**config.mk**
```make
export PLATFORM = sky130hd
export DESIGN_NAME = otter_cu_fsm
export DESIGN_NICKNAME = d
export VERILOG_FILES = /design/src/rtl/otter_cu_fsm.sv
export SDC_FILE = /design/constraint.sdc
export NUM_CORES = 1
export LEC_CHECK = 0
export BUFFER_PORTS_ARGS = -buffer_cell sky130_fd_sc_hd__buf_4
export CAP_MARGIN = 20
export CORE_UTILIZATION = 35
export CTS_CLUSTER_SIZE = 30
export DETAILED_ROUTE_END_ITERATION = 8
export GPL_TIMING_DRIVEN = 0
export SLEW_MARGIN = 10
export SYNTH_ARGS = -nofsm -noshare
export SYNTH_HDL_FRONTEND = slang
export SYNTH_SLANG_ARGS = --single-unit
```
**constraint.sdc**
```tcl
create_clock -name CLK -period 1.3 [get_ports CLK]
set_input_delay 0.26 -clock CLK [delete_from_list [all_inputs] [get_ports CLK]]
set_output_delay 0.26 -clock CLK [all_outputs]
set_load 0.02 [all_outputs]
```
**src/rtl/otter_cu_fsm.sv**
```systemverilog
// Otter RV32I multicycle control FSM: sequences fetch, execute, load write-back
// and interrupt entry by driving the PC, register-file, memory and CSR enables.
//
// Ports:
//   CLK, RST              clock, synchronous active-high reset
//   opcode, func3         instruction fields, decoded in EXEC
//   intr                  level interrupt request, pre-masked by mstatus.MIE
//   PCWrite, regWrite     PC and register-file commit enables
//   memWE2                data-memory write enable
//   memRDEN1, memRDEN2    instruction / data memory read enables
//   csr_WE                CSR write enable
//   int_taken, mret_exec  interrupt-entry and MRET strobes to the CSR unit
//   rst_out               copy of RST for the PC and CSR registers

module otter_cu_fsm #(
  parameter int MEM_LAT = 1,
  parameter bit INTR_EN = 1'b1
) (
  input  logic       CLK,
  input  logic       RST,
  input  logic [6:0] opcode,
  input  logic [2:0] func3,
  input  logic       intr,
  output logic       PCWrite,
  output logic       regWrite,
  output logic       memWE2,
  output logic       memRDEN1,
  output logic       memRDEN2,
  output logic       csr_WE,
  output logic       int_taken,
  output logic       mret_exec,
  output logic       rst_out
);

  if (MEM_LAT < 1 || MEM_LAT > 15) begin : g_bad_lat
    $error("otter_cu_fsm: MEM_LAT must be in 1..15");
  end

  localparam logic [3:0] LAST = 4'(MEM_LAT - 1);

  localparam logic [6:0] OP_LOAD   = 7'b0000011;
  localparam logic [6:0] OP_STORE  = 7'b0100011;
  localparam logic [6:0] OP_BRANCH = 7'b1100011;
  localparam logic [6:0] OP_OP     = 7'b0110011;
  localparam logic [6:0] OP_IMM    = 7'b0010011;
  localparam logic [6:0] OP_LUI    = 7'b0110111;
  localparam logic [6:0] OP_AUIPC  = 7'b0010111;
  localparam logic [6:0] OP_JAL    = 7'b1101111;
  localparam logic [6:0] OP_JALR   = 7'b1100111;
  localparam logic [6:0] OP_SYSTEM = 7'b1110011;

  // 3-bit encoding leaves spare codes; any of them recovers to FETCH.
  typedef enum logic [2:0] {
    FETCH = 3'd0,
    EXEC  = 3'd1,
    WB    = 3'd2,
    INTR  = 3'd3
  } state_t;

  state_t     state, state_n;
  logic [3:0] cnt, cnt_n;
  logic       irq_go;

  // Interrupts are only taken at an instruction's commit cycle.
  assign irq_go = INTR_EN && intr;

  always_ff @(posedge CLK) begin
    if (RST) begin
      state <= FETCH;
      cnt   <= '0;
    end else begin
      state <= state_n;
      cnt   <= cnt_n;
    end
  end

  always_comb begin
    state_n   = state;
    cnt_n     = cnt;
    PCWrite   = 1'b0;
    regWrite  = 1'b0;
    memWE2    = 1'b0;
    memRDEN1  = 1'b0;
    memRDEN2  = 1'b0;
    csr_WE    = 1'b0;
    int_taken = 1'b0;
    mret_exec = 1'b0;
    rst_out   = RST;

    case (state)
      FETCH: begin
        memRDEN1 = 1'b1;
        if (cnt < LAST) begin
          cnt_n = cnt + 4'd1;
        end else begin
          cnt_n   = '0;
          state_n = EXEC;
        end
      end

      EXEC: begin
        cnt_n   = '0;
        state_n = irq_go ? INTR : FETCH;
        case (opcode)
          OP_LOAD: begin
            memRDEN2 = 1'b1;
            state_n  = WB;
          end
          OP_STORE: begin
            memWE2  = 1'b1;
            PCWrite = 1'b1;
          end
          OP_BRANCH: PCWrite = 1'b1;
          OP_OP, OP_IMM, OP_LUI,
          OP_AUIPC, OP_JAL, OP_JALR: begin
            PCWrite  = 1'b1;
            regWrite = 1'b1;
          end
          OP_SYSTEM: begin
            PCWrite = 1'b1;
            if (func3 == 3'b000) begin
              mret_exec = 1'b1;
            end else begin
              regWrite = 1'b1;
              csr_WE   = 1'b1;
            end
          end
          default: PCWrite = 1'b1;
        endcase
      end

      WB: begin
        memRDEN2 = 1'b1;
        if (cnt == LAST) begin
          regWrite = 1'b1;
          PCWrite  = 1'b1;
          cnt_n    = '0;
          state_n  = irq_go ? INTR : FETCH;
        end else begin
          cnt_n = cnt + 4'd1;
        end
      end

      INTR: begin
        int_taken = 1'b1;
        PCWrite   = 1'b1;
        cnt_n     = '0;
        state_n   = FETCH;
      end

      default: begin
        cnt_n   = '0;
        state_n = FETCH;
      end
    endcase

    // Reset aborts the cycle: nothing may commit.
    if (RST) begin
      PCWrite   = 1'b0;
      regWrite  = 1'b0;
      memWE2    = 1'b0;
      memRDEN1  = 1'b0;
      memRDEN2  = 1'b0;
      csr_WE    = 1'b0;
      int_taken = 1'b0;
      mret_exec = 1'b0;
    end
  end

endmodule
```
* Word-level counts from Yosys, hierarchy flattened
Cells that the tools add are included.
** Storage, ports and cells
- Input bits :: 13
- Output and inout bits :: 9
- Bits in registers :: 7
** Operators by class
- Order comparisons :: 1
- Reductions and logical operators :: 5
- Add/sub/neg operators :: 1
- Muxes and demuxes :: 33
- Equal/unequal tests :: 14
** Operators with widths (number)
- 7-bit by 6-bit == test with 1-bit output, second input constant :: 3
- 7-bit == test, second input constant :: 3
- 1-bit two-way mux :: 21
- 7-bit by 5-bit == test with 1-bit output, second input constant :: 2
- 3-bit one-hot mux with 3 select lines :: 1
- 4-bit two-way mux :: 2
- 4-bit one-hot mux with 2 select lines :: 1
- 7-bit by 2-bit == test with 1-bit output, second input constant :: 1
- 3-bit by 2-bit == test with 1-bit output, second input constant :: 2
- 3-bit logical NOT :: 2
- 3-bit two-way mux :: 2
- 1-bit one-hot mux with 2 select lines :: 3
- 6-bit OR reduction :: 1
- 4-bit by 1-bit adder with 4-bit output, second input constant :: 1
- 4-bit logical NOT :: 1
- 4-bit by 1-bit < comparator with 1-bit output, second input constant :: 1
- 2-bit two-way mux :: 2
- 2-bit != test, second input constant :: 2
- 3-bit by 1-bit == test with 1-bit output, second input constant :: 1
- 1-bit one-hot mux with 3 select lines :: 1
- 2-bit AND reduction :: 1

* Depth between registers and ports, before layout
Gate-level depths: netlist of the first run.
- Depth in word-level cells :: 5
- Mapped depth :: 6
- Mapped depth without buffers :: 6

* Worst setup path before layout of the first run
OpenSTA, ideal clock, no wires.
- Kind :: reg-to-output
- Start :: register state[1]
- End :: output port mret_exec
- Cell stages (with the launch flop) :: 7
- Buffers on the path :: 0
- Setup slack :: -0.593 ns
- Arrival :: 1.633 ns
- Cells stage by stage :: dfxtp_1 -> inv_1 -> ha_1 -> and3_1 -> and3_1 -> nand4b_1 -> nor4_1
** Between the ends
- Longest elaborated chain between the ends :: 3
** RTL lines
- start: declaration :: RTL line 60 : state_t state, state_n;
- start signal: assignment :: RTL line 72 : state <= state_n;
- 3-bit by 1-bit == test with 1-bit output :: RTL line 90 : case (state)
- 1-bit two-way mux :: RTL line 90
- 1-bit two-way mux :: RTL line 158 : if (RST) begin
- end: declaration :: RTL line 31 : output logic mret_exec,
Every way passes these cells.

* Final worst setup path of the first run
Same ends and word-level chain as after synthesis.

==> impl_metrics.toml, run 1 <==
[placement]
io_buffer_count = 21
dp_slack_ns = -0.394
place.gp.congestion = 0.729
placed_area_um2 = 778
dp_hpwl_um = 1040

[logic_synthesis]
syn_area_um2 = 515
synth_common_cells = "7 x ha_1, 7 x nor2_1, 6 x dfxtp_1, 6 x nor3_1, 5 x inv_1"
yosysTopAreaCellShare_pct = 23.3
synth-async-reset-ratio_pct = 0
yosysUniqueCellTypes = 29
yosysWarningCount = 0
synth_edf_count = 0
ys_top_cells_by_area = "dfxtp_1 23%, ha_1 17%, nor3_1 5.8%, nor2_1 5.1%, inv_1 3.6%"
syn_nets = 84
ys_ff_latch = 6
synthFlopType = "dfxtp_1"
yosysTopAreaCell = "dfxtp_1"
synth-seq-area-share_pct = 23.3
post_synth.cell_area_avg_um2 = 8.05
netlist_instances = 64

[worst_setup_path]
timing.critical_path.arrival_ns = 1.67
path_buf_inv = 2
cp_common_cell = "and3_4"
worst-path-stages = 7
startpoint_type = "flop"
r2r_cells = 7
rrSetupSlack_ns = -0.17
critPathCaptureType = "output port"
critPathMaxFanout = 3
cp_top_family = "simple AND/OR/NAND/NOR gates"
worstPathCellList = "inv_2, ha_4, and3_4, and3_4, nand4b_1, nor4_4, buf_4"
cp_slowest_stage_delay_ns = 0.33
critPathSlowestCell = "dfxtp_2"
worstSetupPathType = "flop to output port"
required_ns = 1.04

[sta]
worst_pin_slew_ns = 0.750
rsz0062_at_grt = "true"
period_needed_ns = 1.93
fin_crit_sh_pct = 149
setup_viol = 14
setup_ws_ns = -0.634
fmax_mhz = 517
hold_viol = 0
whs_ns = 0.337
fin_worst_skew_ns = 0.00631
slew_viol_final = 0
timing.slew.headroom_pct = 50.0

[floorplan]
coreArea_um2 = 1330
initial_core_util_pct = 38.6
fp.dieArea_um2 = 1630
rows = 13
die_h_um = 40.4
die_w_um = 40.4
ios = 22

[power]
static-leakage-power_nw = 0.407
power.density_nw_per_um2 = 691
vdd_drop_max_mv = 0.688

[run_status]
violations = "negative setup slack"
status = "finished, violations left"

[global_route]
globalRouteOverflowTotal = 0
grt_max_degree = 11
grt_pass1_wl_um = 2330
grt_pass1_vias = 521
antenna_found_initial = 0
grt_util_all_layers_pct = 22.1

[clock_tree]
clkLatencyLatePin_ns = 0.25
htreeDepth = 1
clock_path_buffers = 2
cts_tree = "done"
numCtsBuffers = 3
cts_sinks = 6
path_clk_slew_ns = 0.05
clockRootBuffer = "clkbuf_4"

[layout]
drive_gt1_share_pct = 68.7
final_util_pct = 78.0
area_delta_synth_final_pct = 102
design_area_um2 = 1040
n_antenna_cell = 0
nNetsFinal = 121
nFillCells = 94

[detailed_routing]
drc_errors = 0
via_per_inst = 5.18
post_drt_wl_per_cell_um = 14.2
drt_first_pass_iters = 4
wirelength_um = 1620
vias = 590
drt_iter0_drc = 7
drtAntennaViolNets = 0

[run]
maxCapViolations = 0

[worst_hold_path]
worstHoldPathCells = 3
holdCritPathClass = "primary input to flop"
-- where the power goes --
part           leakage, nW  switching [mW]  internal, mW
registers           0.0497          0.0103         0.195
clock network       0.0138          0.0720         0.105
logic                0.344           0.160         0.178
-- cells by family after synthesis --
group	count (synthesis)	synth area share, %
muxes	1	1.94
buffers and inverters	8	8.01
AOI/OAI and AO/OA	9	12.9
and+or+nand+nor	31	33.5
adders and majority gates	7	17.0
DFF	6	23.3
xor gates and xnor gates	2	3.40
-- metal layers --
metal / GRT usage, % / share of wire, %
met2: 40.1 / 49
met4: 2.50 / 1.2
met5: 0 / 0
met1: 23.4 / 42
met3: 10.6 / 7.3
-- cells in the final DEF, fill, tap and decap left out, drive strengths merged, types with 4 or more instances in the layout --
| master | n |
|---|---|
| buf | 34 |
| nor2 | 8 |
| ha | 7 |
| nor3 | 6 |
| dfxtp | 6 |
| inv | 5 |
| clkbuf | 4 |
-- tightest hold or removal path: cells and delay by family --
family	cells	cell delay, ns
AO/OA/AOI/OAI	1	0.12
buffers and inverters	1	0.10
AND/OR/NAND/NOR	1	0.06
-- cell type report --
| class | count | area (µm²) | share of cell area (%) |
|---|---|---|---|
| timing repair buffer | 33 | 294 | 28.2 |
| buffer | 2 | 11.3 | 1.08 |
| clock buffer | 3 | 22.5 | 2.16 |
| multi-input combinational | 50 | 543 | 52.2 |
| tap | 15 | 18.8 | 1.80 |
| sequential | 6 | 125 | 12.0 |
| inverter | 5 | 26.3 | 2.52 |
-- path summary, 6_finish.rpt --
check / from / end
worst min register to register: cnt[0] / cnt[0]
worst max register to register: state[0] / state[0]
worst min-delay path: intr / state[1]
worst max-delay path: state[1] / mret_exec
-- per-stage QoR --
stage / power, mW / instances / setup TNS (ns)
2_1_floorplan: 0.327 / 64 / -0.734
3_3_place_gp: 0.404 / 100 / -1.89
3_5_place_dp: 0.405 / 100 / -1.86
4_1_cts: 0.671 / 112 / -3.82
5_1_grt: 0.765 / 114 / -4.54
6_report: 0.720 / 114 / -3.82
-- registers in the layout, summed over array words and instances, names as in the netlist --
name and count:
cnt 4, state 2
-- timing repair --
action	in CTS	in global routing
hold buffers	0	0
pin swaps	6	8
gates resized for setup	22	12
endpoints found under the setup margin	11	14
setup buffers	9	3
No activity file was read; power rests on OpenSTA's default activity.
==> inputs of run 2 (changes only) <==
--- a/config.mk
+++ b/config.mk
@@ -5,13 +5,14 @@
 export SDC_FILE = /design/constraint.sdc
 export NUM_CORES = 1
 export LEC_CHECK = 0
-export BUFFER_PORTS_ARGS = -buffer_cell sky130_fd_sc_hd__buf_4
 export CAP_MARGIN = 20
 export CORE_UTILIZATION = 35
 export CTS_CLUSTER_SIZE = 30
 export DETAILED_ROUTE_END_ITERATION = 8
+export DONT_BUFFER_PORTS = 1
 export GPL_TIMING_DRIVEN = 0
 export SLEW_MARGIN = 10
 export SYNTH_ARGS = -nofsm -noshare
 export SYNTH_HDL_FRONTEND = slang
 export SYNTH_SLANG_ARGS = --single-unit
+export TNS_END_PERCENT = 30
==> run 2 against run 1 <==
Compared with the run above:
- the flow still finishes with violations (negative setup slack)
- via count down 16%
- highest routed layer unchanged
- critical path depth down 1
- design area fell by 27%
- die area unchanged
==> impl_metrics.toml, run 2 (synthesis gave the netlist of run 1 again) <==
[global_route]
grt_max_degree = 11
globalRouteOverflowTotal = 0
grt_util_all_layers_pct = 18.8
grt_pass1_wl_um = 1990
grt_pass1_vias = 467
antenna_found_initial = 0

[layout]
design_area_um2 = 756
area_delta_synth_final_pct = 46.6
nFillCells = 121
layout_common_cells = "8 x buf_4, 4 x nor2_1, 4 x nor3_1, 4 x ha_1, 4 x dfxtp_1"
n_antenna_cell = 0
top_register = "cnt"
drive_gt1_share_pct = 49.3
nNetsFinal = 97
final_common_cell = "buf_4"
area.sequential_um2 = 125
largest_reg_flops = 4
multiInputGateArea_um2 = 484
instances_no_fill = 90
top_regs = "cnt: 4 flops, state: 2 flops"

[worst_setup_path]
required_ns = 1.04
timing.critical_path.arrival_ns = 1.61
r2r_cells = 7
critPathCaptureType = "output port"
rrSetupSlack_ns = -0.22
critPathMaxFanout = 3
startpoint_type = "flop"
worstSetupPathType = "flop to output port"
rr_endpoint = "state[0]"
r2r-start = "state[1]"

[sta]
timing.slew.headroom_pct = 45.0
period_needed_ns = 1.87
hold_viol = 0
setup_ws_ns = -0.567
fmax_mhz = 535
tns_ns = -3.32
fin_crit_sh_pct = 144
fin_worst_skew_ns = 0.00370
rsz0062_at_grt = "true"
slew_viol_final = 0
worst_pin_slew_ns = 0.825
setup_viol = 9

[clock_tree]
cts_sinks = 6
htreeDepth = 1
path_clk_slew_ns = 0.05
clockRootBuffer = "clkbuf_4"
cts_tree = "done"
clkLatencyLatePin_ns = 0.24
clock_path_buffers = 2
postCtsHoldBufs = 0
numCtsBuffers = 3

[detailed_routing]
drt_first_pass_iters = 3
drt_iter0_drc = 6
drc_errors = 0
wirelength_um = 1330
vias = 494
via_per_inst = 5.49
post_drt_wl_per_cell_um = 14.8
drtAntennaViolNets = 0

[worst_hold_path]
hp-start = "intr"
hold_end = "state[1]"
holdCritPathClass = "primary input to flop"
worstHoldPathCells = 2

[floorplan]
rows = 13
initial_core_util_pct = 38.6
ios = 22
die_w_um = 40.4
fp.dieArea_um2 = 1630
coreArea_um2 = 1330
die_h_um = 40.4

[power]
pwr-share-seq_pct = 35.8
static-leakage-power_nw = 0.270
switching_power_mw = 0.185
vdd_drop_max_mv = 0.386
comb_power_share_pct = 34.8
internal_power_mw = 0.396
power.density_nw_per_um2 = 768
clock_power_share_pct = 29.4
power.share.switching_pct = 31.8
power_mw = 0.580

[placement]
io_buffer_count = 0
dp_hpwl_um = 872
placed_area_um2 = 592
post-place-cells = 79
dp_slack_ns = -0.492
place.gp.congestion = 0.754

[run_status]
violations = "negative setup slack"
status = "finished, violations left"

[run]
maxCapViolations = 0
==> run 2: cell type report <==
type / count / area share [%]
clock buffers: 3 / 2.98
inverters: 5 / 2.48
well taps: 15 / 2.48
flip-flops and latches: 6 / 16.6
repair buffers: 8 / 8.44
multi-input cells: 50 / 64.1
plain buffers: 3 / 2.98
==> run 2: worst max path at each step <==
stage / to / from / depth (start not counted) / slack [ns]
after global routing: mret_exec / state[1] / 6 / -0.68
after floorplan: PCWrite / state[0] / 4 / -0.31
final: mret_exec / state[1] / 6 / -0.57
after detailed placement: PCWrite / state[0] / 4 / -0.49
after CTS: mret_exec / state[1] / 6 / -0.58
after global placement: PCWrite / state[0] / 4 / -0.49
==> run 2: routing by layer <==
metal / GRT usage [%] / part of all wire [%] / up-vias / wire [µm]
li1: - / - / 249 / -
met1: 18.9 / 38 / 228 / 511
met2: 34.5 / 55 / 13 / 739
met3: 6.11 / 4.3 / 4 / 57
met4: 8.33 / 1.9 / 0 / 25
met5: 0 / 0 / - / 0
==> run 2: power by group through the flow <==
stage	Combinational, mW	Sequential (mW)	Clock (mW)
finish	0.202	0.208	0.170
detailed placement	0.120	0.211	0
floorplan	0.103	0.208	0
global route	0.215	0.210	0.180
global placement	0.119	0.210	0
CTS	0.155	0.207	0.172
==> run 2: timing repair <==
action | CTS | global route
pin swaps | 2 | 2
setup endpoints to repair | 11 | 10
resized for setup | 12 | 8
setup buffers | 4 | 4
==> run 2: stage by stage <==
stage,util (%),hold slack (ns)
5_1_grt,56.7,0.239
3_3_place_gp,44.4,0.445
2_1_floorplan,-,0.420
6_report,56.7,0.240
4_1_cts,52.1,0.214
3_5_place_dp,44.4,0.459
==> run 2: worst max-delay path, stage by stage (launching register included) <==
cell and delay [ns]:
dfxtp_2 0.33, inv_2 0.07, ha_4 0.13, and3_4 0.17
and3_4 0.18, nand4b_1 0.17, nor4_4 0.32
